### src/rtl/i2c_bus_arbiter.sv
`default_nettype none
//==============================================================================
// Module : i2c_bus_arbiter
// Desc   : Round-robin arbiter sharing one I2C driver between two masters.
//          Optional idle watchdog is enabled by defining I2C_ARB_TIMEOUT_EN.
// Rev    : 1.0  initial release
//==============================================================================
module i2c_bus_arbiter #(
  parameter int TIMEOUT_CYCLES = 100000,
  parameter int CTR_SIZE       = 17
) (
  input  logic        clk,
  input  logic        rst,
  input  logic [1:0]  req,
  output logic [1:0]  gnt,
  input  logic [1:0]  m_ena,
  input  logic [1:0]  m_rw,
  input  logic [1:0]  m_start,
  input  logic [1:0]  m_stop,
  input  logic [1:0]  m_rstart,
  input  logic [15:0] m_data_wr,
  output logic [7:0]  m_data_rd,
  output logic [1:0]  m_busy,
  output logic [1:0]  m_ready,
  output logic [1:0]  m_ack_err,
  output logic        drv_ena,
  output logic        drv_rw,
  output logic        drv_start,
  output logic        drv_stop,
  output logic        drv_r_start,
  output logic [7:0]  drv_data_wr,
  input  logic        drv_busy,
  input  logic        drv_ready,
  input  logic        drv_ack_err,
  input  logic [7:0]  drv_data_rd
);

  typedef enum logic [1:0] {
    ST_IDLE    = 2'd0,
    ST_GRANTED = 2'd1,
    ST_RELEASE = 2'd2
  } state_t;

  state_t     r_state;
  logic       r_owner;
  logic       r_last_owner;
  logic [1:0] r_gnt;

  logic w_granted;
  logic w_pick;
  logic w_timeout;
  logic w_release;

  if (CTR_SIZE < 1 || CTR_SIZE > 31 || TIMEOUT_CYCLES < 1 ||
      TIMEOUT_CYCLES > (1 << CTR_SIZE)) begin : g_bad_cfg
    $error("i2c_bus_arbiter: TIMEOUT_CYCLES does not fit in CTR_SIZE");
  end

  assign w_granted = (r_state == ST_GRANTED);
  // On a tie the master that did not own the bus last time wins.
  assign w_pick    = (&req) ? ~r_last_owner : req[1];
  assign w_release = w_granted && ((!req[r_owner] && !drv_busy) || w_timeout);

`ifdef I2C_ARB_TIMEOUT_EN
  localparam logic [CTR_SIZE-1:0] c_wd_max = CTR_SIZE'(TIMEOUT_CYCLES - 1);

  logic [CTR_SIZE-1:0] r_wd;
  logic                w_owner_quiet;

  assign w_owner_quiet = !drv_busy && !m_ena[r_owner];
  assign w_timeout     = w_granted && w_owner_quiet && (r_wd == c_wd_max);

  always_ff @(posedge clk) begin
    if (rst || !w_granted || !w_owner_quiet || w_release) begin
      r_wd <= '0;
    end else begin
      r_wd <= r_wd + {{(CTR_SIZE-1){1'b0}}, 1'b1};
    end
  end
`else
  assign w_timeout = 1'b0;
`endif

  always_ff @(posedge clk) begin
    if (rst) begin
      r_state      <= ST_IDLE;
      r_gnt        <= 2'b00;
      r_owner      <= 1'b0;
      r_last_owner <= 1'b1;
    end else begin
      case (r_state)
        ST_IDLE: begin
          if (|req) begin
            r_state      <= ST_GRANTED;
            r_owner      <= w_pick;
            r_last_owner <= w_pick;
            r_gnt        <= w_pick ? 2'b10 : 2'b01;
          end
        end
        ST_GRANTED: begin
          if (w_release) begin
            r_state <= ST_RELEASE;
            r_gnt   <= 2'b00;
          end
        end
        ST_RELEASE: begin
          r_state <= ST_IDLE;
          r_gnt   <= 2'b00;
        end
        default: begin
          r_state <= ST_IDLE;
          r_gnt   <= 2'b00;
        end
      endcase
    end
  end

  assign gnt       = r_gnt;
  assign m_data_rd = drv_data_rd;

  always_comb begin
    drv_ena     = 1'b0;
    drv_rw      = 1'b0;
    drv_start   = 1'b0;
    drv_stop    = 1'b0;
    drv_r_start = 1'b0;
    drv_data_wr = 8'h00;
    m_busy      = 2'b11;
    m_ready     = 2'b00;
    m_ack_err   = 2'b00;
    if (w_granted) begin
      drv_ena            = m_ena[r_owner];
      drv_rw             = m_rw[r_owner];
      drv_start          = m_start[r_owner];
      drv_stop           = m_stop[r_owner];
      drv_r_start        = m_rstart[r_owner];
      drv_data_wr        = r_owner ? m_data_wr[15:8] : m_data_wr[7:0];
      m_busy[r_owner]    = drv_busy;
      m_ready[r_owner]   = drv_ready;
      m_ack_err[r_owner] = drv_ack_err | w_timeout;
    end
  end

endmodule
`default_nettype wire

### config.mk
export PLATFORM = sky130hd
export DESIGN_NAME = i2c_bus_arbiter
export DESIGN_NICKNAME = d
export VERILOG_FILES = /design/src/rtl/i2c_bus_arbiter.sv
export SDC_FILE = /design/constraint.sdc
export NUM_CORES = 1
export LEC_CHECK = 0
export ABC_AREA = 1
export BUFFER_PORTS_ARGS = -buffer_cell sky130_fd_sc_hd__buf_2
export CAP_MARGIN = 20
export CORE_MARGIN = 2
export CORE_UTILIZATION = 25
export CTS_CLUSTER_DIAMETER = 60
export DETAILED_ROUTE_END_ITERATION = 8
export GPL_TIMING_DRIVEN = 0
export HOLD_SLACK_MARGIN = 0.12
export PLACE_DENSITY = 0.68
export SETUP_SLACK_MARGIN = 0.02
export SLEW_MARGIN = 30
export SYNTH_ARGS = -nofsm -noshare
export SYNTH_HDL_FRONTEND = slang
export SYNTH_SLANG_ARGS = --single-unit
### constraint.sdc
create_clock -name clk -period 1.4 [get_ports clk]
set_input_delay 0.28 -clock clk [delete_from_list [all_inputs] [get_ports clk]]
set_output_delay 0.28 -clock clk [all_outputs]
set_load 0.005 [all_outputs]
**Yosys cells after proc, flatten, opt, wreduce, memory -nomap -nowiden**

Index checks and enable logic that the tools add are counted.

- Reduce and logical (&&, ||, !) cells: 10
- Bitwise logic cells: 5
- Order comparisons: 2
- Mux-type cells: 32
- Eq/ne operators: 3

Operators by type and width:

| operator | number |
|---|---|
| $mux W1 | 19 |
| $mux W2 | 8 |
| $mux W8 | 2 |
| $pmux W2 S2 | 2 |
| $reduce_and A2 Y1 | 3 |
| $and A2 B2 Y2 | 2 |
| $logic_and A1 B1 Y1 | 3 |
| $eq A2 B1 Y1 const B | 1 |
| $logic_not A1 Y1 | 2 |
| $logic_not A2 Y1 | 1 |
| $lt A1 B2 Y1 const B | 1 |
| $ne A2 B1 Y1 const B | 1 |
| $ne A2 B2 Y1 const B | 1 |
| $not A2 Y2 | 1 |
| $or A2 B2 Y2 | 1 |
| $reduce_or A2 Y1 | 1 |
| $demux W1 S1 | 1 |
| $ge A1 B1 Y1 const B | 1 |
| $not A1 Y1 | 1 |

- Bits in registers: 6

**Logic depth before layout (Yosys ltp)**

Gate-level depths: netlist (run 1).

- Word-level depth: 7
- Gate-level depth with buffers: 8
- Mapped depth without buffers: 7

**Worst setup path after synthesis (run 1)**

Ideal clock, no wire load.

- Path type: reg2out
- Start point: reg r_owner
- End point: out m_ack_err[1]
- Path buffers: 2
- Path slack: 0.265 ns
- Required time: 1.120 ns
- Data arrival time: 0.855 ns
- Cell stages (with the launch flop): 5
- Cells stage by stage: dfxtp_1 buf_6 inv_8 buf_4 nor3_1

- Longest elaborated chain between the ends: 6
- Elaborated cells on any way between the ends: 7
- Those cells by class: order compare (2); mux (3); bitwise (1); reduce/logical (1)

RTL lines:

| item | RTL line | source |
|---|---|---|
| start, declared | 45 | `logic r_owner;` |
| start signal, assigned | 95 | `r_owner <= w_pick;` |
| $lt A1 B2 Y1 (not written as such) or $ge A1 B1 Y1 (tied branches) | 140 | `m_ack_err[r_owner] = drv_ack_err \| w_timeout;` |
| $logic_and A1 B1 Y1 (not written as such) | 140 |  |
| $mux W1 (not written as such) | 140 |  |
| $demux W1 S1 (*) | 140 |  |
| $and A2 B2 Y2 (no line) (*) | - |  |
| $mux W2 (*) | 131 | `if (w_granted) begin` |
| end, declared | 25 | `output logic [1:0] m_ack_err,` |

Every way passes the cells marked *; elsewhere a longest branch is shown, timed or not.

**Worst setup path in the final report (run 1)**

- Start point: reg r_state[1]
- End point: out drv_data_wr[0]

- Longest elaborated chain between the ends: 2

RTL lines:

| item | RTL line | source |
|---|---|---|
| start, declared | 44 | `state_t r_state;` |
| start signal, assigned | 86 | `r_state <= ST_IDLE;` |
| start signal, assigned | 94 | `r_state <= ST_GRANTED;` |
| start signal, assigned | 102 | `r_state <= ST_RELEASE;` |
| $eq A2 B1 Y1 | 59 | `assign w_granted = (r_state == ST_GRANTED);` |
| $mux W8 | 131 |  |
| end, declared | 31 | `output logic [7:0] drv_data_wr,` |

No other way between the ends.

==> results of run 1 <==
through the flow:
step,TNS [ps],power (W),cell area [µm²],setup slack (ps),utilization [%]
final,-729,0.000775,1120,-70.3,50.8
after global routing,-1940,0.000836,1120,-151,50.8
after detailed placement,0,0.000530,923,86.6,41.7
after floorplan,0,0.000393,583,265,-
after CTS,-975,0.000748,1040,-77.3,46.9
after global placement,0,0.000521,923,129,41.7
critical path, stage by stage (launching register included):
cell	delay [ps]
dfxtp_1	340
nor2_4	150
inv_4	80
buf_6	140
a21oi_1	110
buf_2	130
cells in the final DEF, fill, tap and decap left out, drive strengths merged:
| cell | Yosys | routed |
|---|---|---|
| a21oi | 18 | 18 |
| nor3 | 5 | 5 |
| o21ai | 1 | 1 |
| nor2 | 3 | 3 |
| nand3 | 4 | 4 |
| clkinv | 0 | 1 |
| dfxtp | 6 | 6 |
| buf | 12 | 83 |
| inv | 6 | 5 |
| nand2 | 36 | 36 |
| a21o | 1 | 1 |
| clkbuf | 0 | 4 |
logic make-up (layout without fill, tap and decap cells):
logic type,count (synthesis),in the layout,synth area share (%)
compound gates,20,20,19.5
flops,6,6,20.6
simple gates,48,48,38.0
buf+inv,18,93,21.9
final timing paths:
kind / slack, ps / endpoint / cells after the start
worst max-delay path: -70 / drv_data_wr[0] / 5
worst min-delay path: 280 / gnt[0]$_SDFFE_PP0P_ / 2
worst max register to register: 280 / gnt[1]$_SDFFE_PP0P_ / 9
worst min register to register: 460 / gnt[1]$_SDFFE_PP0P_ / 2
layout make-up:
class / instances / area (µm²) / share of cell area, %
plain buffers: 12 / 109 / 9.69
clock buffers: 3 / 22.5 / 2.00
inverters: 6 / 37.5 / 3.34
multi-input cells: 68 / 378 / 33.6
flip-flops and latches: 6 / 123 / 10.9
well taps: 28 / 35.0 / 3.12
repair buffers: 72 / 419 / 37.3
where the power goes:
part           leakage, nW  switching [W]  internal, W
clock network       0.0138      0.0000571    0.0000966
registers           0.0502      0.0000105     0.000191
logic                0.553       0.000199     0.000221
total                0.617       0.000267     0.000509
what timing repair did:
item,in CTS,in global routing
cloned,0,1
endpoints found under the setup margin,19,19
hold endpoints to repair,0,0
gates resized for setup,12,9
setup buffers,7,4
pin swaps,2,3
sequential cells by signal, summed over array words and instances, names as in the netlist:
register,cells
r_owner,1
gnt,2
r_last_owner,1
r_state,2
metal layers:
metal	up-vias	wire length, µm	global-route usage, %
met5	-	0	0
met4	0	0	5.13
met3	0	128	1.14
met2	32	1100	24.4
met1	380	766	17.4
li1	441	-	-
==> summary.txt, run 1 <==
Run status
  – Status: complete, but fails checks
  – Failing checks: setup timing

Clocking
  – Cts bufs inserted: 3
  – Worst-path clk slew: 40 ps
  – Clock latency on the worst-skew pair: 240 ps
  – Post-CTS Hold Buffers: 0
  – CTS tree: built
  – H-tree depth: 1
  – CTS root buf: clkbuf_4
  – Clock sink count: 6
  – CTS Buffer Depth: 2

Timing
  – Max Clk Rate: 680 MHz
  – Slew HR: 87.1%
  – Tightest Pin Transition: 194 ps
  – Final period util: 105%
  – Final hold vios: 0
  – Worst setup margin: -70.3 ps
  – Finish-stage setup viols: 13
  – Hold slack: 283 ps
  – Clock skew: 1.26 ps
  – Fin. max-slew vios: 0
  – RSZ-0062 raised after global routing: yes
  – Post-layout min period: 1470 ps

Placement
  – Routability cong.: 0.693
  – Final HPWL DP: 1.56 mm
  – Post-Place Cells: 181
  – Count of input and output buffers: 61

Floorplanning
  – Die Y: 52.3 µm
  – Row cnt: 17
  – # IOs: 70
  – Initial core utilization: 26.4%
  – DIE AREA: 0.00273 mm²
  – Die Wd: 52.3 µm
  – Area of the core: 0.00221 mm²

Yosys
  – Most frequent cell after synthesis: nand2_1
  – Synth cell types: 19
  – Cell Area, Synth: 583 µm²
  – Seq/Total Area, Yosys: 20.6%
  – Syn Area/Cell: 6.34 µm²
  – Syn Nets: 133
  – Synth Warn #: 0
  – Most instantiated cells after synthesis: 32 x nand2_1, 16 x a21oi_1, 10 x buf_4
  – Post-synth EDFFs: 0
  – Seq cells post-synth: 6
  – Synth Instances: 92
  – Largest cells by area after synthesis: dfxtp_1 21%, nand2_1 21%, a21oi_1 14%
  – Top cell type's share of synthesized area: 20.6%
  – Predominant post-synthesis flop cell: dfxtp_1
  – Share of flip-flops with an asynchronous set or reset: 0%
  – Dominant cell type by area after synthesis: dfxtp_1

Worst setup path
  – Worst EP required: 1120 ps
  – Start point of the critical path: r_state[1]$_SDFFE_PP0P_
  – Critical path type: reg2out
  – Crit Path Max Fanout: 10
  – Critical path data arrival time: 1190 ps
  – Worst Setup End Kind: output port
  – Startpoint types: register
  – Launch point of the worst reg-to-reg path: r_owner$_SDFFE_PP0P_

GRT
  – Grt total ovfl: 0
  – Initial antenna violation count: 0
  – Gr usage total: 13.9%
  – Pin count of the biggest net entering global routing: 11
  – First-pass GRT wire length: 2.92 mm
  – Vias in the first global route: 704

Power
  – Pleak: 0.617 nW
  – Worst IR Drop VDD: 0.591 mV
  – PwrDens: 690 mW/mm²

Layout
  – Layout cells sized above 1: 65.9%
  – Filler instances: 238
  – Diode count: 0
  – Final Non-Filler Cells: 195
  – Fin nets: 210
  – Area Growth Syn to Fin: 92.7%

Min path
  – HP Start: rst
  – Type of the tightest min-delay check: in2reg

Detailed routing
  – Residual DRC count: 0
  – Routed vias: 853
  – Drt pass-1 iters: 4
  – 1st-iter DRT viols: 9
  – Vias per cell: 4.37
  – Post-DRT Antenna Nets: 0
  – DRT Wirelength: 2.00 mm
  – Drt wl/cell: 10.3 µm

Run
  – Number of max-cap violations: 0
Note: power is estimated with default switching activity, not from simulation.
==> run 2: changes to the inputs <==
Settings changed: PLACE_DENSITY 0.68 to default, PLACE_DENSITY_LB_ADDON from default to 0.25, TNS_END_PERCENT from default to 5.
==> run 2 against run 1 <==
The flow still finishes with violations (setup timing); combinational power down 5.5%; total power down 3.0%; sequential share of layout area up 0.51 points; critical path type unchanged.
==> summary.txt, run 2 (same netlist as run 1, synthesis figures left out) <==
Placement
  – Dpl ws: 94.5 ps (+7.92 ps)
  – Final HPWL DP: 1.39 mm (-11%)
  – Count of input and output buffers: 61 (unchanged)
  – Routability cong.: 0.637 (-8.1%)
  – Post-DP Area: 923 µm² (unchanged)

Layout
  – Most frequent cells in the layout: 61 x buf_2, 32 x nand2_1, 15 x a21oi_2
  – Post-route cell area: 0.00106 mm² (-5.5%)
  – Commonest non-fill, non-tap cell in the layout: buf_2
  – Area Growth Syn to Fin: 82.2%
  – Final Util: 48.0% (-2.8 points)
  – Filler instances: 219 (-8.0%)
  – Layout cells sized above 1: 67.5% (+1.6 points)
  – Fin nets: 206 (-1.9%)
  – Diode count: 0 (unchanged)

Floorplanning
  – Area of the core: 0.00221 mm² (unchanged)
  – DIE AREA: 0.00273 mm² (unchanged)
  – Die Y: 52.3 µm (unchanged)
  – Die Wd: 52.3 µm (unchanged)
  – # IOs: 70 (unchanged)
  – Initial core utilization: 26.4% (unchanged)
  – Row cnt: 17 (unchanged)

Timing
  – Final hold vios: 0 (unchanged)
  – Worst setup margin: -61.4 ps (+8.86 ps)
  – Tightest Pin Transition: 199 ps (+5.05 ps)
  – Fin. max-slew vios: 0 (unchanged)
  – Final period util: 104% (-0.63 points)
  – Post-layout min period: 1460 ps (-8.86 ps)
  – Slew HR: 86.8% (-0.32 points)
  – Clock skew: 3.01 ps (+1.76 ps)
  – Max Clk Rate: 684 MHz (+0.61%)
  – RSZ-0062 raised after global routing: yes
  – Finish-stage setup viols: 15 (+2)

Detailed routing
  – Drt pass-1 iters: 4 (unchanged)
  – Vias per cell: 4.39 (+0.30%)
  – Post-DRT Antenna Nets: 0 (unchanged)
  – 1st-iter DRT viols: 11 (+2)
  – DRT Wirelength: 1.90 mm (-5.0%)
  – Residual DRC count: 0 (unchanged)
  – Drt wl/cell: 9.94 µm (-3.0%)
  – Routed vias: 838 (-1.8%)

GRT
  – Vias in the first global route: 720 (+2.3%)
  – Pin count of the biggest net entering global routing: 11 (unchanged)
  – First-pass GRT wire length: 2.77 mm (-5.2%)
  – Grt total ovfl: 0 (unchanged)
  – Initial antenna violation count: 0 (unchanged)
  – Gr usage total: 13.1% (-0.75 points)

Worst setup path
  – Worst Setup End Kind: output port
  – Largest stage delay on the critical path: 330 ps (about the same)
  – Crit Path Max Fanout: 6 (-4)
  – Critical path data arrival time: 1180 ps (about the same)
  – Crit-path leading delay family: buffers and inverters
  – Buf/Inv on CP: 4 (+1)
  – Worst EP required: 1120 ps (about the same)
  – R2r setup slk: 340 ps (+60 ps)
  – Worst r2r path cells: 7 (-2)
  – Startpoint types: register
  – Worst path slowest cell: dfxtp_2
  – Critical path depth: 6 (+1)
  – Critical path type: reg2out
  – Worst-path cell chain: inv_2 > nor2_4 > inv_4 > buf_6 > a21oi_2 > buf_2

Power
  – PwrDens: 708 mW/mm² (+2.6%)
  – Worst IR Drop VDD: 0.399 mV (-32%)
  – Pleak: 0.577 nW (-6.5%)

Clocking
  – H-tree depth: 1 (unchanged)
  – Cts bufs inserted: 3 (unchanged)
  – Worst-path clk slew: 40 ps (about the same)
  – CTS tree: built
  – Clock sink count: 6 (unchanged)
  – Post-CTS Hold Buffers: 0 (unchanged)
  – CTS Buffer Depth: 2 (unchanged)
  – Clock latency on the worst-skew pair: 240 ps (about the same)
  – CTS root buf: clkbuf_4

Min path
  – Hold Path Stages: 2 (unchanged)
  – Type of the tightest min-delay check: in2reg

Run status
  – Status: complete, but fails checks
  – Failing checks: setup timing

Run
  – Number of max-cap violations: 0 (unchanged)
-- run 2: through the flow --
| step | hold slack (ps) | std cells | TNS, ps | power [W] |
|---|---|---|---|---|
| 2_1_floorplan | 342 | 92 | 0 | 0.000393 |
| 3_3_place_gp | 444 | 181 | 0 | 0.000519 |
| 3_5_place_dp | 452 | 181 | 0 | 0.000526 |
| 4_1_cts | 274 | 191 | -1180 | 0.000759 |
| 5_1_grt | 289 | 191 | -1910 | 0.000812 |
| 6_report | 283 | 191 | -732 | 0.000752 |
-- run 2: final timing paths --
| path | start | endpoint |
|---|---|---|
| min | rst | gnt[0]$_SDFFE_PP0P_ |
| max reg2reg | r_state[0]$_SDFFE_PP0P_ | gnt[1]$_SDFFE_PP0P_ |
| max | r_state[0]$_SDFFE_PP0P_ | drv_data_wr[5] |
| min reg2reg | r_last_owner$_SDFFE_PP1P_ | r_last_owner$_SDFFE_PP1P_ |
-- run 2: per-layer routing --
layer	track usage [%]	part of all wire, %
met5	0	0
met4	5.56	0
met3	2.86	13
met2	24.8	44
met1	13.6	43
-- run 2: area by class of cell --
class | count | area (µm²) | share of cell area (%)
multi-input cells | 68 | 384 | 36.2
well taps | 28 | 35.0 | 3.30
inverters | 6 | 32.5 | 3.06
repair inverters | 1 | 7.51 | 0.707
plain buffers | 12 | 105 | 9.89
repair buffers | 67 | 354 | 33.3
clock buffers | 3 | 22.5 | 2.12
flip-flops and latches | 6 | 121 | 11.4
-- run 2: where the power goes --
group | internal, W | switching [W] | leakage [nW]
combinational | 0.000196 | 0.000201 | 0.514
sequential | 0.000191 | 0.0000102 | 0.0498
clock | 0.0000967 | 0.0000577 | 0.0138
-- run 2: what timing repair did --
item | CTS | global route
gates cloned | 2 | 0
setup buffers | 5 | 0
endpoints found under the hold margin | 0 | 0
pin swaps | 1 | 1
resized for setup | 17 | 3
setup endpoints to repair | 19 | 19
